**config.mk**
```make
export PLATFORM = sky130hd
export DESIGN_NAME = ecc_des_sequencer
export DESIGN_NICKNAME = d
export VERILOG_FILES = /design/src/rtl/ecc_des_sequencer.sv
export SDC_FILE = /design/constraint.sdc
export NUM_CORES = 1
export LEC_CHECK = 0
export BUFFER_PORTS_ARGS = -buffer_cell sky130_fd_sc_hd__buf_2
export CORE_AREA = 10 10 260 262
export DETAILED_ROUTE_END_ITERATION = 6
export DIE_AREA = 0 0 270 272
export GPL_TIMING_DRIVEN = 0
export HOLD_SLACK_MARGIN = 0.02
export PLACE_DENSITY = 0.56
export SLEW_MARGIN = 20
export SYNTH_ARGS = -nofsm -noshare
export SYNTH_HDL_FRONTEND = slang
export SYNTH_SLANG_ARGS = --single-unit
```
**constraint.sdc**
```tcl
create_clock -name clk -period 13.1 [get_ports clk]
set_clock_uncertainty 0.15 [all_clocks]
set_input_delay 0.655 -clock clk [delete_from_list [all_inputs] [get_ports clk]]
set_output_delay 0.655 -clock clk [all_outputs]
set_load 0.01 [all_outputs]
```
**src/rtl/ecc_des_sequencer.sv**
```systemverilog
// rtl/ecc_des_sequencer.sv - host-side command sequencer for the ECC/3DES controller start/done protocol
// One command in flight; a single watchdog timer spans every wait state of that command.
module ecc_des_sequencer #(
  parameter int TIMEOUT = 1023,
  parameter int LEN_W   = 8
) (
  input  logic             clk,
  input  logic             rst,
  input  logic             cmd_valid,
  input  logic [1:0]       cmd_op,
  input  logic [LEN_W-1:0] cmd_len,
  output logic             cmd_ready,
  output logic             rsp_valid,
  output logic             rsp_err,
  input  logic             rsp_ready,
  output logic             busy,
  output logic             ecc_start1,
  output logic             ecc_start2,
  output logic             des_start,
  input  logic             ecc1_done,
  input  logic             ecc2_done,
  input  logic             des_done,
  input  logic [163:0]     PuX,
  input  logic [163:0]     PuY,
  output logic [163:0]     pub_x,
  output logic [163:0]     pub_y
);
  localparam int            TW  = $clog2(TIMEOUT + 2);
  localparam logic [TW-1:0] TMO = TW'(TIMEOUT);

  localparam logic [2:0] S_IDLE      = 3'd0;
  localparam logic [2:0] S_ECC_GO    = 3'd1;
  localparam logic [2:0] S_ECC_WAIT  = 3'd2;
  localparam logic [2:0] S_DES_KEY   = 3'd3;
  localparam logic [2:0] S_DES_DATA  = 3'd4;
  localparam logic [2:0] S_DES_DRAIN = 3'd5;
  localparam logic [2:0] S_RESP      = 3'd6;

  logic [2:0]       r_state;
  logic [2:0]       w_next;
  logic [1:0]       r_op;
  logic [LEN_W-1:0] r_cmd_len;
  logic [LEN_W-1:0] r_len;
  logic [TW-1:0]    r_timer;
  logic             r_err;
  logic             w_next_err;
  logic             r_ecc_start1;
  logic             r_ecc_start2;
  logic             r_des_start;
  logic [163:0]     r_pub_x;
  logic [163:0]     r_pub_y;
  logic             w_accept;
  logic             w_tmo;
  logic             w_ecc_hit;
  logic             w_timing;

  assign w_accept  = cmd_valid && (r_state == S_IDLE);
  assign w_tmo     = (r_timer >= TMO);
  assign w_ecc_hit = ((r_op == 2'b01) && ecc1_done) || ((r_op == 2'b10) && ecc2_done);
  assign w_timing  = (r_state == S_ECC_WAIT) || (r_state == S_DES_KEY) || (r_state == S_DES_DRAIN);

  // A done seen in the same cycle as the timeout always takes priority.
  always_comb begin
    w_next     = r_state;
    w_next_err = r_err;
    case (r_state)
      S_IDLE: begin
        if (w_accept) begin
          w_next_err = 1'b0;
          case (cmd_op)
            2'b01, 2'b10: w_next = S_ECC_GO;
            2'b11:        w_next = S_DES_KEY;
            default: begin
              w_next     = S_RESP;
              w_next_err = 1'b1;
            end
          endcase
        end
      end
      S_ECC_GO: w_next = S_ECC_WAIT;
      S_ECC_WAIT: begin
        if (w_ecc_hit || w_tmo) begin
          w_next     = S_RESP;
          w_next_err = !w_ecc_hit;
        end
      end
      S_DES_KEY: begin
        if (des_done) begin
          w_next = S_DES_DATA;
        end else if (w_tmo) begin
          w_next     = S_RESP;
          w_next_err = 1'b1;
        end
      end
      S_DES_DATA: begin
        if (r_len == '0) w_next = S_DES_DRAIN;
      end
      S_DES_DRAIN: begin
        if (!des_done || w_tmo) begin
          w_next     = S_RESP;
          w_next_err = des_done;
        end
      end
      S_RESP: begin
        if (rsp_ready) w_next = S_IDLE;
      end
      default: w_next = S_IDLE;
    endcase
  end

  always_ff @(posedge clk or posedge rst) begin
    if (rst) begin
      r_state      <= S_IDLE;
      r_op         <= 2'b00;
      r_cmd_len    <= '0;
      r_len        <= '0;
      r_timer      <= '0;
      r_err        <= 1'b0;
      r_ecc_start1 <= 1'b0;
      r_ecc_start2 <= 1'b0;
      r_des_start  <= 1'b0;
      r_pub_x      <= '0;
      r_pub_y      <= '0;
    end else begin
      r_state      <= w_next;
      r_err        <= w_next_err;
      r_ecc_start1 <= w_accept && (cmd_op == 2'b01);
      r_ecc_start2 <= w_accept && (cmd_op == 2'b10);
      r_des_start  <= (w_next == S_DES_KEY) || (w_next == S_DES_DATA);
      if (w_accept) begin
        r_op      <= cmd_op;
        r_cmd_len <= cmd_len;
        r_timer   <= '0;
      end else if (w_timing) begin
        r_timer <= r_timer + 1'b1;
      end
      if ((r_state == S_DES_KEY) && des_done) begin
        r_len <= r_cmd_len;
      end else if ((r_state == S_DES_DATA) && (r_len != '0)) begin
        r_len <= r_len - 1'b1;
      end
      if ((r_state == S_ECC_WAIT) && (r_op == 2'b01) && ecc1_done) begin
        r_pub_x <= PuX;
        r_pub_y <= PuY;
      end
    end
  end

  assign cmd_ready  = (r_state == S_IDLE);
  assign busy       = (r_state != S_IDLE);
  assign rsp_valid  = (r_state == S_RESP);
  assign rsp_err    = r_err;
  assign ecc_start1 = r_ecc_start1;
  assign ecc_start2 = r_ecc_start2;
  assign des_start  = r_des_start;
  assign pub_x      = r_pub_x;
  assign pub_y      = r_pub_y;
endmodule

```
# Word-level counts from Yosys, hierarchy flattened
# Cells that the tools add are included.
dict set report totals {
  ff_bits 364
  latch_bits 0
  ram_bits 0
  rom_bits 0
  in_bits 345
  out_inout_bits 335
  memories 0
}
dict set report classes {
  addsub 2
  multipliers 0
  div_mod_pow 0
  magnitude_cmp 1
  eq_ne 18
  n_shift 0
  mux 20
  bitwise 0
  n_reduce_logical 27
}
# op count
set ops {}
lappend ops {{two-way mux 11 bit} 2}
lappend ops {{two-way mux 3 bit} 7}
lappend ops {{case mux 3 bit (7 select lines)} 1}
lappend ops {{two-way mux 8 bit} 2}
lappend ops {{== test 3 bit (second input constant)} 4}
lappend ops {{adder 11 x 1 -> 11 bit (second input constant)} 1}
lappend ops {{>= comparator 11 x 10 -> 1 bit (second input constant)} 1}
lappend ops {{== test 3 x 2 -> 1 bit (second input constant)} 3}
lappend ops {{logical AND 1 bit} 9}
lappend ops {{logical NOT 8 bit} 1}
lappend ops {{nonzero test 8 bit} 1}
lappend ops {{subtractor 8 x 1 -> 8 bit (second input constant)} 1}
lappend ops {{== test 2 bit (second input constant)} 3}
lappend ops {{logical OR 1 bit} 6}
lappend ops {{two-way mux 1 bit} 6}
lappend ops {{!= test 2 bit (second input constant)} 3}
lappend ops {{case mux 3 bit (2 select lines)} 1}
lappend ops {{AND reduction 6 bit} 1}
lappend ops {{== test 2 x 1 -> 1 bit (second input constant)} 2}
lappend ops {{!= test 2 x 1 -> 1 bit (second input constant)} 2}
lappend ops {{case mux 1 bit (4 select lines)} 1}
lappend ops {{nonzero test 2 bit} 2}
lappend ops {{nonzero test 4 bit} 1}
lappend ops {{== test 3 x 1 -> 1 bit (second input constant)} 1}
lappend ops {{other kinds (5)} 6}

# Longest topological paths before layout
dict set report logic_depth {
  depth_word 8
  mapped_depth 7
}

# Worst setup path before layout
# No wires, ideal clock.
dict set report synth_timing {
  path_kind {reg2out}
  startpoint {register r_state[0]}
  endpoint {output port cmd_ready}
  arrival_time_ns 1.200
  t_required_ns 12.295
  path_slack_ns 11.095
  stages_incl_launch_ff 4
  path_buffers 1
  path_cell_list {dfrtp_1 -> clkbuf_1 -> or3_1 -> inv_1}
}
dict set report synth_between {
  elab_chain_cells 1
}
# element line_no
set synth_lines {}
lappend synth_lines {{start: declaration} 39} ;# logic [2:0] r_state;
lappend synth_lines {{start signal: assignment} 125} ;# r_state <= w_next;
lappend synth_lines {{logical NOT 3 bit} 149} ;# assign cmd_ready = (r_state == S_IDLE);
lappend synth_lines {{end: declaration} 12} ;# output logic cmd_ready,
# Every way passes these cells.

# Worst setup path after layout
# Ends and elaborated chain as after synthesis.

==> results.py <==
metrics = {
    "outcome": {
        "run_status": "finished, final reports clean",
    },
    "detailed_routing": {
        "dr.pass1.iters": 6,
        "ant_nets": 0,
        "wl_per_cell_um": 19.0,
        "drt-initial-drc-count": 451,
        "drc": 0,
        "wl_um": 47500,
        "avgViaCountPerCell": 4.07,
        "vias": 10155,
    },
    "floorplan": {
        "initial_utilization": 0.228,
        "core-area_mm2": 0.0625,
        "ioPinCount": 680,
        "die-width_um": 270,
        "dieArea_mm2": 0.0734,
        "die_y_um": 272,
        "rows": 92,
    },
    "timing": {
        "layout_min_cycle_time_ns": 2.71,
        "relSlewSlack": 0.428,
        "setup_violations": 0,
        "post-route-period-util": 0.207,
        "worstMarginPinSlew_ns": 0.852,
        "fin_tns_setup_ns": 0,
        "hold_viol": 0,
        "fmaxAchievable_ghz": 0.369,
        "rsz0062_at_grt": "no",
        "slew_viol_final": 0,
    },
    "cts": {
        "cts_tree": "done",
        "clk_root_buffer_cell": "clkbuf_16",
        "cts.repair.resized": 0,
        "clk_latency_ns": 0.55,
        "cts_post_setup_buffers_inserted": 0,
        "clockBufferDepth": 3,
        "cts_buffers": 42,
        "cts.clk_slew.worst_paths_ns": 0.05,
        "holdBufCountCts": 0,
        "htreeDepth": 2,
        "clock_sinks": 364,
    },
    "worst_setup_path": {
        "critPathRequiredTime_ns": 12.30,
        "worstPathArrival_ns": 1.90,
        "cpMaxStageDelayCell": "dfrtp_1",
        "crit_chain": "clkbuf_1, or3_1, inv_1, buf_2",
        "critical_path.max_fanout": 10,
        "critPathLaunchType": "flop",
        "criticalPathCategory": "reg -> out",
        "endpoint_kind": "output pin",
        "cpPeakStageDelay_ns": 0.47,
    },
    "global_routing": {
        "gr-total-overflow": 0,
        "gr-usage-all-layers": 0.124,
        "grt_pass1_wl_um": 71300,
        "antenna_found_initial": 15,
        "grt_max_degree": 102,
        "grt_pass1_vias": 11167,
    },
    "power": {
        "pwr_density_cell_mw_per_mm2": 242,
        "leakagePower_nw": 10.0,
        "p_sw_mw": 1.61,
        "switching_share": 0.328,
        "clock_power_share": 0.247,
        "seq_power_share": 0.394,
        "p_comb_frac": 0.359,
        "irDropWorstVdd_uv": 111,
        "p_int_mw": 3.29,
    },
    "placed_design": {
        "hpwl_um": 38400,
        "gp_congestion": 0.880,
        "port_buffers": 679,
    },
    "synthesis": {
        "syn_area_mm2": 0.0142,
        "synth-warning-count": 0,
        "synthArstFlopShare": 1.00,
        "synthSimpleGateAreaFrac": 0.0282,
        "synth_top_family_by_area": "multiplexers",
        "synth-edff-count": 0,
        "synthMuxAreaShare": 0.268,
        "synth_cell_types": 50,
        "synth-xor-area-share": 0.00738,
        "yosysSeqAreaShare": 0.639,
        "synth_nets": 1232,
        "avgSynthCellArea_um2": 16.2,
        "synth_compound_area_frac": 0.0192,
        "syn-instance-count": 882,
        "synth-seq-cells": 364,
        "synth_flop_cell": "dfrtp_1",
        "synthAdderAreaFrac": 0.00439,
    },
    "final_layout": {
        "final_util": 0.324,
        "fillerInstances": 6303,
        "drive_gt1_frac": 0.690,
        "layout.nets": 1958,
        "areaGrowthSynthToFinish_pct": 42.2,
        "final_common_cell": "buf_2",
        "final_cell_mix": "buf_2 (682), dfrtp_1 (364), mux2_2 (336), clkbuf_16 (45), buf_6 (36)",
    },
    "flow_run": {
        "maxCapViolCount": 0,
    },
    "worst_hold_path": {
        "holdCritPathClass": "in -> async",
    },
}
[cells in the mapped netlist (4+ instances only)]
| cell type | instances | share of area |
|---|---|---|
| nor2_1 | 21 | 0.0055 |
| and2_1 | 4 | 0.0018 |
| ha_1 | 5 | 0.0044 |
| buf_6 | 36 | 0.028 |
| xor2_1 | 8 | 0.0049 |
| xnor2_1 | 4 | 0.0025 |
| dfrtp_1 | 364 | 0.64 |
| inv_1 | 10 | 0.0026 |
| nand3b_1 | 4 | 0.0021 |
| mux2_2 | 336 | 0.27 |
| nand2_1 | 20 | 0.0053 |
| nand3_1 | 5 | 0.0018 |
| o21ai_0 | 6 | 0.0021 |
| clkbuf_1 | 4 | 0.0011 |
[sequential cells by signal, indices dropped and copies added, names as in the netlist, 2 cells and up]
| name | count |
|---|---|
| pub_x | 164 |
| pub_y | 164 |
| r_cmd_len | 8 |
| r_len | 8 |
| r_op | 2 |
| r_state | 3 |
| r_timer | 11 |
[path summary, 6_finish.rpt]
| kind | from | endpoint | slack (ns) | depth (start not counted) |
|---|---|---|---|---|
| min in group clk | PuY[10] | pub_y[10] | 0.19 | 2 |
| max in group asynchronous | rst | pub_x[11] | 11.43 | 4 |
| max reg2reg | r_state[2] | pub_x[133] | 10.40 | 6 |
| min reg2reg | r_cmd_len[6] | r_len[6] | 0.34 | 2 |
| max | r_state[0] | cmd_ready | 10.39 | 4 |
| min | rst | pub_y[56] | 0.001 | 2 |
[cells by family (layout without fill, tap and decap cells)]
family / Yosys count / after routing
muxes: 339 / 339
adders and majority gates: 5 / 5
other: 0 / 9
and+or+nand+nor: 72 / 72
DFF: 364 / 364
buffers and inverters: 54 / 812
xor gates and xnor gates: 12 / 12
AOI/OAI and AO/OA: 36 / 36
[worst max-delay path: cells and delay by family, from the launching register on]
kind                   cells  cell delay [ns]
and+or+nand+nor            1             0.45
DFF                        1             0.47
buffers and inverters      3             0.43
[per-stage QoR]
stage	instance area (um2)	power [mW]	hold slack [ns]	worst slack [ns]	std cells
finish	20300	4.90	0.00107	10.39	2495
detailed placement	18800	3.75	0.325	10.30	2410
CTS	20200	4.99	0.0221	10.28	2486
global route	20300	5.20	0.0375	10.24	2495
global placement	18700	3.70	0.322	-1.55	2407
floorplan	14200	2.88	0.296	2.19	882
[power groups by stage]
stage	Sequential, mW	Combinational, mW	Clock, mW
after global placement	1.94	1.76	0
final	1.93	1.76	1.21
after CTS	1.94	1.80	1.25
after detailed placement	1.95	1.80	0
after floorplan	2.17	0.712	0
after global routing	2.00	1.89	1.30
[cell type report]
| type | count | area (um2) | area share |
|---|---|---|---|
| clock buffers | 68 | 1330 | 0.0658 |
| diodes | 9 | 22.5 | 0.00111 |
| flip-flops and latches | 364 | 9110 | 0.450 |
| repair buffers | 682 | 3480 | 0.172 |
| well taps | 846 | 1060 | 0.0522 |
| clock inverters | 8 | 115 | 0.00568 |
| multi-input cells | 464 | 4660 | 0.230 |
| plain buffers | 44 | 443 | 0.0219 |
| inverters | 10 | 45.0 | 0.00222 |
[metal layers]
metal | up-vias | part of all wire | track usage
met4 | 8 | 0.031 | 0.0483
met5 | - | 0.0012 | 0
met3 | 89 | 0.076 | 0.0415
met1 | 5051 | 0.38 | 0.135
li1 | 4602 | - | -
met2 | 405 | 0.51 | 0.219
(Power assumes the default switching activity.)
